<file path="config.mk">
export PLATFORM = sky130hd
export DESIGN_NAME = serial_mag_comparator
export DESIGN_NICKNAME = d
export VERILOG_FILES = /design/src/rtl/cmp_pkg.sv /design/src/rtl/bit_cmp_cell.sv /design/src/rtl/serial_mag_comparator.sv
export SDC_FILE = /design/constraint.sdc
export NUM_CORES = 1
export LEC_CHECK = 0
export ABC_CLOCK_PERIOD_IN_PS = 1900
export CAP_MARGIN = 20
export CORE_UTILIZATION = 30
export DETAILED_ROUTE_END_ITERATION = 8
export GPL_TIMING_DRIVEN = 1
export SLEW_MARGIN = 10
export SYNTH_ARGS = -nofsm -noshare
export SYNTH_HDL_FRONTEND = slang
export SYNTH_SLANG_ARGS = --single-unit
</file>
<file path="constraint.sdc">
create_clock -name clk -period 1.9 [get_ports clk]
set_input_delay 0.38 -clock clk [delete_from_list [all_inputs] [get_ports clk]]
set_output_delay 0.38 -clock clk [all_outputs]
set_load 0.005 [all_outputs]
</file>
<file path="src/rtl/cmp_pkg.sv">
// rtl/cmp_pkg.sv - shared types and result decode for the serial magnitude comparator
package cmp_pkg;

    typedef enum logic [1:0] {
        IDLE    = 2'd0,
        COMPARE = 2'd1,
        DONE    = 2'd2
    } cmp_state_t;

    typedef enum logic [1:0] {
        CMP_EQ = 2'd0,
        CMP_GT = 2'd1,
        CMP_LT = 2'd2
    } cmp_res_t;

    typedef struct packed {
        logic gt;
        logic lt;
        logic eq;
    } cmp_flags_t;

    function automatic cmp_flags_t decode_res(input cmp_res_t res);
        cmp_flags_t f;
        f = '0;
        case (res)
            CMP_GT:  f.gt = 1'b1;
            CMP_LT:  f.lt = 1'b1;
            default: f.eq = 1'b1;
        endcase
        return f;
    endfunction

endpackage

</file>
<file path="src/rtl/bit_cmp_cell.sv">
// rtl/bit_cmp_cell.sv - combinational single-bit magnitude compare cell
module bit_cmp_cell (
    input  logic a,
    input  logic b,
    output logic gt,
    output logic lt,
    output logic eq
);

    assign gt = a & ~b;
    assign lt = ~a & b;
    assign eq = ~(a ^ b);

endmodule

</file>
<file path="src/rtl/serial_mag_comparator.sv">
// rtl/serial_mag_comparator.sv - MSB-first bit-serial unsigned magnitude comparator
module serial_mag_comparator
    import cmp_pkg::*;
#(
    parameter int WIDTH      = 8,
    parameter bit EARLY_EXIT = 1'b1
) (
    input  logic             clk,
    input  logic             rst_n,
    input  logic             in_valid,
    output logic             in_ready,
    input  logic [WIDTH-1:0] in_a,
    input  logic [WIDTH-1:0] in_b,
    output logic             out_valid,
    input  logic             out_ready,
    output logic             a_gt_b,
    output logic             a_lt_b,
    output logic             a_eq_b,
    output logic             busy
);

    localparam int CNT_W = (WIDTH > 1) ? $clog2(WIDTH) : 1;
    localparam logic [CNT_W-1:0] CNT_INIT = CNT_W'(WIDTH - 1);
    localparam logic [CNT_W-1:0] CNT_ONE  = CNT_W'(1);

    cmp_state_t       r_state;
    logic [WIDTH-1:0] r_sa;
    logic [WIDTH-1:0] r_sb;
    logic [CNT_W-1:0] r_cnt;
    cmp_res_t         r_res;

    logic       w_gt;
    logic       w_lt;
    logic       w_eq;
    logic       w_first_diff;
    cmp_flags_t w_flags;

    bit_cmp_cell u_cell (
        .a  (r_sa[WIDTH-1]),
        .b  (r_sb[WIDTH-1]),
        .gt (w_gt),
        .lt (w_lt),
        .eq (w_eq)
    );

    // Only the first differing bit decides; res stays EQ until then.
    assign w_first_diff = !w_eq && (r_res == CMP_EQ);

    always_ff @(posedge clk or negedge rst_n) begin
        if (!rst_n) begin
            r_state <= IDLE;
            r_sa    <= '0;
            r_sb    <= '0;
            r_cnt   <= '0;
            r_res   <= CMP_EQ;
        end else begin
            case (r_state)
                IDLE: begin
                    if (in_valid) begin
                        r_sa    <= in_a;
                        r_sb    <= in_b;
                        r_cnt   <= CNT_INIT;
                        r_res   <= CMP_EQ;
                        r_state <= COMPARE;
                    end
                end
                COMPARE: begin
                    if (w_first_diff) begin
                        r_res <= w_gt ? CMP_GT : CMP_LT;
                    end
                    r_sa  <= r_sa << 1;
                    r_sb  <= r_sb << 1;
                    r_cnt <= r_cnt - CNT_ONE;
                    if ((r_cnt == '0) || (EARLY_EXIT && w_first_diff)) begin
                        r_state <= DONE;
                    end
                end
                DONE: begin
                    if (out_ready) begin
                        r_state <= IDLE;
                    end
                end
                default: r_state <= IDLE;
            endcase
        end
    end

    assign w_flags   = decode_res(r_res);
    assign in_ready  = (r_state == IDLE);
    assign busy      = (r_state == COMPARE);
    assign out_valid = (r_state == DONE);
    assign a_gt_b    = out_valid & w_flags.gt;
    assign a_lt_b    = out_valid & w_flags.lt;
    assign a_eq_b    = out_valid & w_flags.eq;

    // Tie off the unused decode path for lint; lt is implied by !gt on a difference.
    logic w_unused;
    assign w_unused = w_lt;

endmodule

</file>
---- After elaboration in Yosys (flattened, before gate mapping) ----
Cells that the tools add are included.
cells by class
  bitwise operators ....................... 6
  add/subtract/negate cells ............... 1
  equal/unequal tests ..................... 8
  muxes and demuxes ....................... 17
  reductions and logical operators ........ 10
operators by type and width
  cell                 count
  $pmux 8 s2           2
  $mux 8               2
  $mux 2               6
  $ne 2x1->1 const B   3
  $pmux 2 s3           1
  $pmux 3 s2           1
  $reduce_and 3->1     2
  $and 1x1->1          4
  $eq 2x1->1 const B   2
  $eq 2x2->1 const B   2
  $logic_not 2->1      2
  $pmux 2 s2           1
  $logic_not 3->1      1
  $mux 1               3
  $mux 3               1
  $sub 3x1->3 const B  1
  $ne 2x2->1 const B   1
  $reduce_and 2->1     1
  $reduce_bool 2->1    1
  $reduce_or 2->1      1
  $logic_and 1x1->1    1
  $logic_or 1x1->1     1
  $not 1->1            1
  $xor 1x1->1          1
word-level totals
  bits in registers ....................... 23
  input bits .............................. 20
  word-level logic and storage cells ...... 47

---- Longest topological paths before layout ----
  depth in word-level cells ............... 5
  mapped depth ............................ 6
  gate-level depth less buffers ........... 5

---- Cells and area by module ----
From an unflattened synthesis, not the netlist that was laid out.
unflattened totals
  cells, all modules ...................... 112
  area, all modules ....................... 1187.4 µm²
modules (own cells, without submodules)
  module                 area an instance (µm²)  cells an instance  seq. area each (µm²)  times used
  serial_mag_comparator  1154.9                  108                575.6                 1
  bit_cmp_cell           32.5                    4                  0.0                   1

---- Least setup slack after synthesis ----
No wires, ideal clock.
  path kind ............................... reg2reg
  start point ............................. reg r_sb[7]
  end point ............................... reg r_res[0]
  arrival ................................. 1.151 ns
  stages on the path, launching flop included .. 6
  slack ................................... 0.627 ns
  data required time ...................... 1.778 ns
  period minus slack after synthesis ...... 1.273 ns
  path through ............................ dfrtp_1 inv_1 ha_1 nor2b_1 o21bai_1 a32o_1
on the way
  longest elaborated chain between the ends .. 5
  elaborated cells between the ends (all ways) .. 9
  those cells by class .................... eq/ne: 1; mux: 3; bitwise: 3; reduce/logical: 2
ends and longest elaborated chain
  what                      line                         RTL
  start: declaration        serial_mag_comparator.sv:28  logic [WIDTH-1:0] r_sb;
  start signal: assignment  serial_mag_comparator.sv:61  r_sb <= in_b;
  start signal: assignment  serial_mag_comparator.sv:72  r_sb <= r_sb << 1;
  $not 1->1                 bit_cmp_cell.sv:10           assign gt = a & ~b;
  $and 1x1->1               bit_cmp_cell.sv:10
  $mux 2                    serial_mag_comparator.sv:69  r_res <= w_gt ? CMP_GT : CMP_LT;
  $mux 2                    serial_mag_comparator.sv:68  if (w_first_diff) begin
  $pmux 2 s2                serial_mag_comparator.sv:57  case (r_state)
  end signal: assignment    serial_mag_comparator.sv:69
  end: declaration          serial_mag_comparator.sv:30  cmp_res_t r_res;
Several ways; a longest one is shown, not always the timed one. The select of a mux whose other input is x is not followed.
A chain may end at the register's enable or synchronous reset.

---- Worst setup path in the final report ----
  start point ............................. reg r_state[0]
  end point ............................... out in_ready
on the way
  longest elaborated chain between the ends .. 1
ends and longest elaborated chain
  what                      line                         RTL
  start: declaration        serial_mag_comparator.sv:26  cmp_state_t r_state;
  start signal: assignment  serial_mag_comparator.sv:51  r_state <= IDLE;
  start signal: assignment  serial_mag_comparator.sv:64  r_state <= COMPARE;
  start signal: assignment  serial_mag_comparator.sv:75  r_state <= DONE;
  $logic_not 2->1           serial_mag_comparator.sv:89  assign in_ready = (r_state == IDLE);
  end: declaration          serial_mag_comparator.sv:11  output logic in_ready,
No other way between the ends.

==> flow_metrics.tcl <==
set metrics [dict create \
    synthSimpleGateAreaFrac_pct 11.0 \
    arrival_ps 1440 \
    synth_area_leader_cell "dfrtp_1" \
    synthAdderAreaFrac_pct 6.42 \
    synth_seq_cells 23 \
    synth_area_per_cell_um2 10.5 \
    synth_fp_nets 137 \
    synth_warnings 0 \
    routed_wl_um 2210 \
    rsz0062_at_grt "false" \
    worst-slew-pin-transition_ps 301 \
    grt_pass1_vias 889 \
    cts_max_path_buffers 2 \
    grt_pass1_wl_um 3910 \
    tns_ps 0 \
    cts_hold_buf 0 \
    fin_crit_sh_pct 95.8 \
    gp_congestion 0.684 \
    cap_violations 0 \
    cp_data_required_time_ps 1520 \
    fp-row-count 22 \
    grt_max_degree 24 \
    die_area_um2 4150 \
    synthXorXnorAreaFrac_pct 0 \
    dp_cells 184 \
    drc 0 \
    yosysSeqAreaShare_pct 49.2 \
    core_area_um2 3690 \
    die_x_um 64.4 \
    cts_buffers 3 \
    fin_crit_ps 1820 \
    cts_tree "yes" \
    relSlewSlack_pct 79.9 \
    drtIter0Drc 12 \
    p_leak_nw 0.708 \
    postPlaceCellArea_um2 1470 \
    detail_route.wl_per_cell_um 11.5 \
    crit_type "register to output pin" \
    fin_ws_ps 80.7 \
    clock_skew_ps 1.55 \
    area_delta_synth_final_pct 33.5 \
    start_util_pct 31.7 \
    fin_nets 171 \
    vdd_drop_max_uv 612 \
    syn_area_um2 1170 \
    end_kind "output pin" \
    drive_gt1_share_pct 14.6 \
    place_ws_ps 198 \
    track_usage_pct 11.9 \
    setup_violations 0 \
    postLayoutCellArea_um2 1560 \
    antenna_left 0 \
    holdWs_ps 461 \
    fmax_ghz 0.550 \
    die_y_um 64.4 \
    fillers 392 \
    first_pass_iters 4 \
    hold_path_class "input pin to asynchronous set/reset pin" \
    htree_levels 1 \
    antenna_found_initial 0 \
    synth_cell_types 24 \
    grt-ovfl-total 0 \
    status "completed" \
    final_util_pct 42.3 \
    cp_max_fo 6 \
    viasPerCell 4.61 \
    cellPowerDensity_nw_per_um2 1410 \
    port_buffers 25 \
    synth_top_area_share_pct 49.2 \
    final_cells 192 \
    clk_latency_ps 260 \
    synth_top_family_by_area "compound AO/OA/AOI/OAI gates" \
    vias 886 \
    cp-start-kind "register" \
    synth-compound-area-share_pct 14.3 \
    clockRootBuffer "clkbuf_8" \
    hold_viol_final 0 \
    synthMuxAreaShare_pct 12.0 \
    synth_area_leaders "dfrtp_1 49%, mux2i_1 12%, ha_1 6.4%" \
    antenna_cells 0 \
    drv_slew 0 \
    clkTransAtPathRegs_ps 80 \
    io_pins 26 \
    syn_inst 111 \
    dp_hpwl_um 1570 \
    numClockSinks 23 \
    power.total_mw 2.21 \
]
## flip-flops by register name (all words and copies together) (netlist names)
signal	count
r_sa	8
r_state	2
r_res	2
r_cnt	3
r_sb	8
## timing repair
item                       in CTS  in global routing
buffers inserted                4                  0
setup endpoints to repair       4                  2
resized for setup               8                  2
## synth_stat cells (all sizes together)
cell type and n:
nand2b 2, o21ai 18, dfrtp 23, nor2b 4
nor2 2, and2 2, nand2 17, mux2i 14
clkbuf 1, inv 8, a22oi 1, o31ai 1
nand3b 1, o2bb2ai 1, a21oi 1, buf 4
ha 6, a32o 3, o21bai 2
## where the power goes
group | switching, mW | internal, mW
combinational | 0.517 | 0.525
clock | 0.163 | 0.148
sequential | 0.140 | 0.716
## placed cells by master (no fill, tap or decap), drive strengths merged
| master | count |
|---|---|
| buf | 9 |
| nor2b | 4 |
| inv | 8 |
| o2bb2ai | 1 |
| o21bai | 2 |
| and2 | 2 |
| a32o | 3 |
| a22oi | 1 |
| o21ai | 18 |
| nand2b | 2 |
| dfrtp | 23 |
| clkbuf | 3 |
| mux2i | 14 |
| a21oi | 1 |
| nand2 | 17 |
| clkdlybuf4s50 | 22 |
| clkinvlp | 1 |
| o31ai | 1 |
| dlygate4sd2 | 3 |
| nor2 | 2 |
| nand3b | 1 |
| ha | 6 |
## layout make-up
class / count / area [µm²] / area share (%)
sequential: 23 / 577 / 36.9
multi-input combinational: 75 / 524 / 33.6
timing repair buffer: 34 / 314 / 20.1
tap: 48 / 60.1 / 3.85
clock buffer: 3 / 41.3 / 2.64
inverter: 8 / 37.5 / 2.40
clock inverter: 1 / 7.51 / 0.481
## critical path, stage by stage, from the launching register on
cell and delay, ps:
dfrtp_2 480, nor2_2 170, clkdlybuf4s50_1 530
## worst paths after layout
path                                   startpoint                      to  slack (ps)  cells after the start
hold reg to reg               r_sb[7]$_DFFE_PN0P_     r_sb[7]$_DFFE_PN0P_         490                      2
max in group asynchronous                   rst_n  r_state[0]$_DFFE_PN0P_        1190                      2
hold / removal                              rst_n     r_sa[3]$_DFFE_PN0P_         460                      2
min in group clk              r_sb[7]$_DFFE_PN0P_     r_sb[7]$_DFFE_PN0P_         490                      2
setup reg to reg              r_sb[7]$_DFFE_PN0P_    r_res[0]$_DFFE_PN0P_         490                      5
setup / recovery           r_state[0]$_DFFE_PN0P_                in_ready          80                      2
## cells by family after synthesis
family                     count (synthesis)
muxes                                     14
AOI/OAI and AO/OA                         27
and+or+nand+nor                           28
adders and majority gates                  6
buffers and inverters                     13
DFF                                       23
## layer usage
metal  GRT usage (%)  part of all wire (%)
met5               0                     0
met4            1.39                  0.18
met3            4.05                   4.9
met2            19.5                    46
met1            15.5                    49
(Power assumes the default switching activity.)
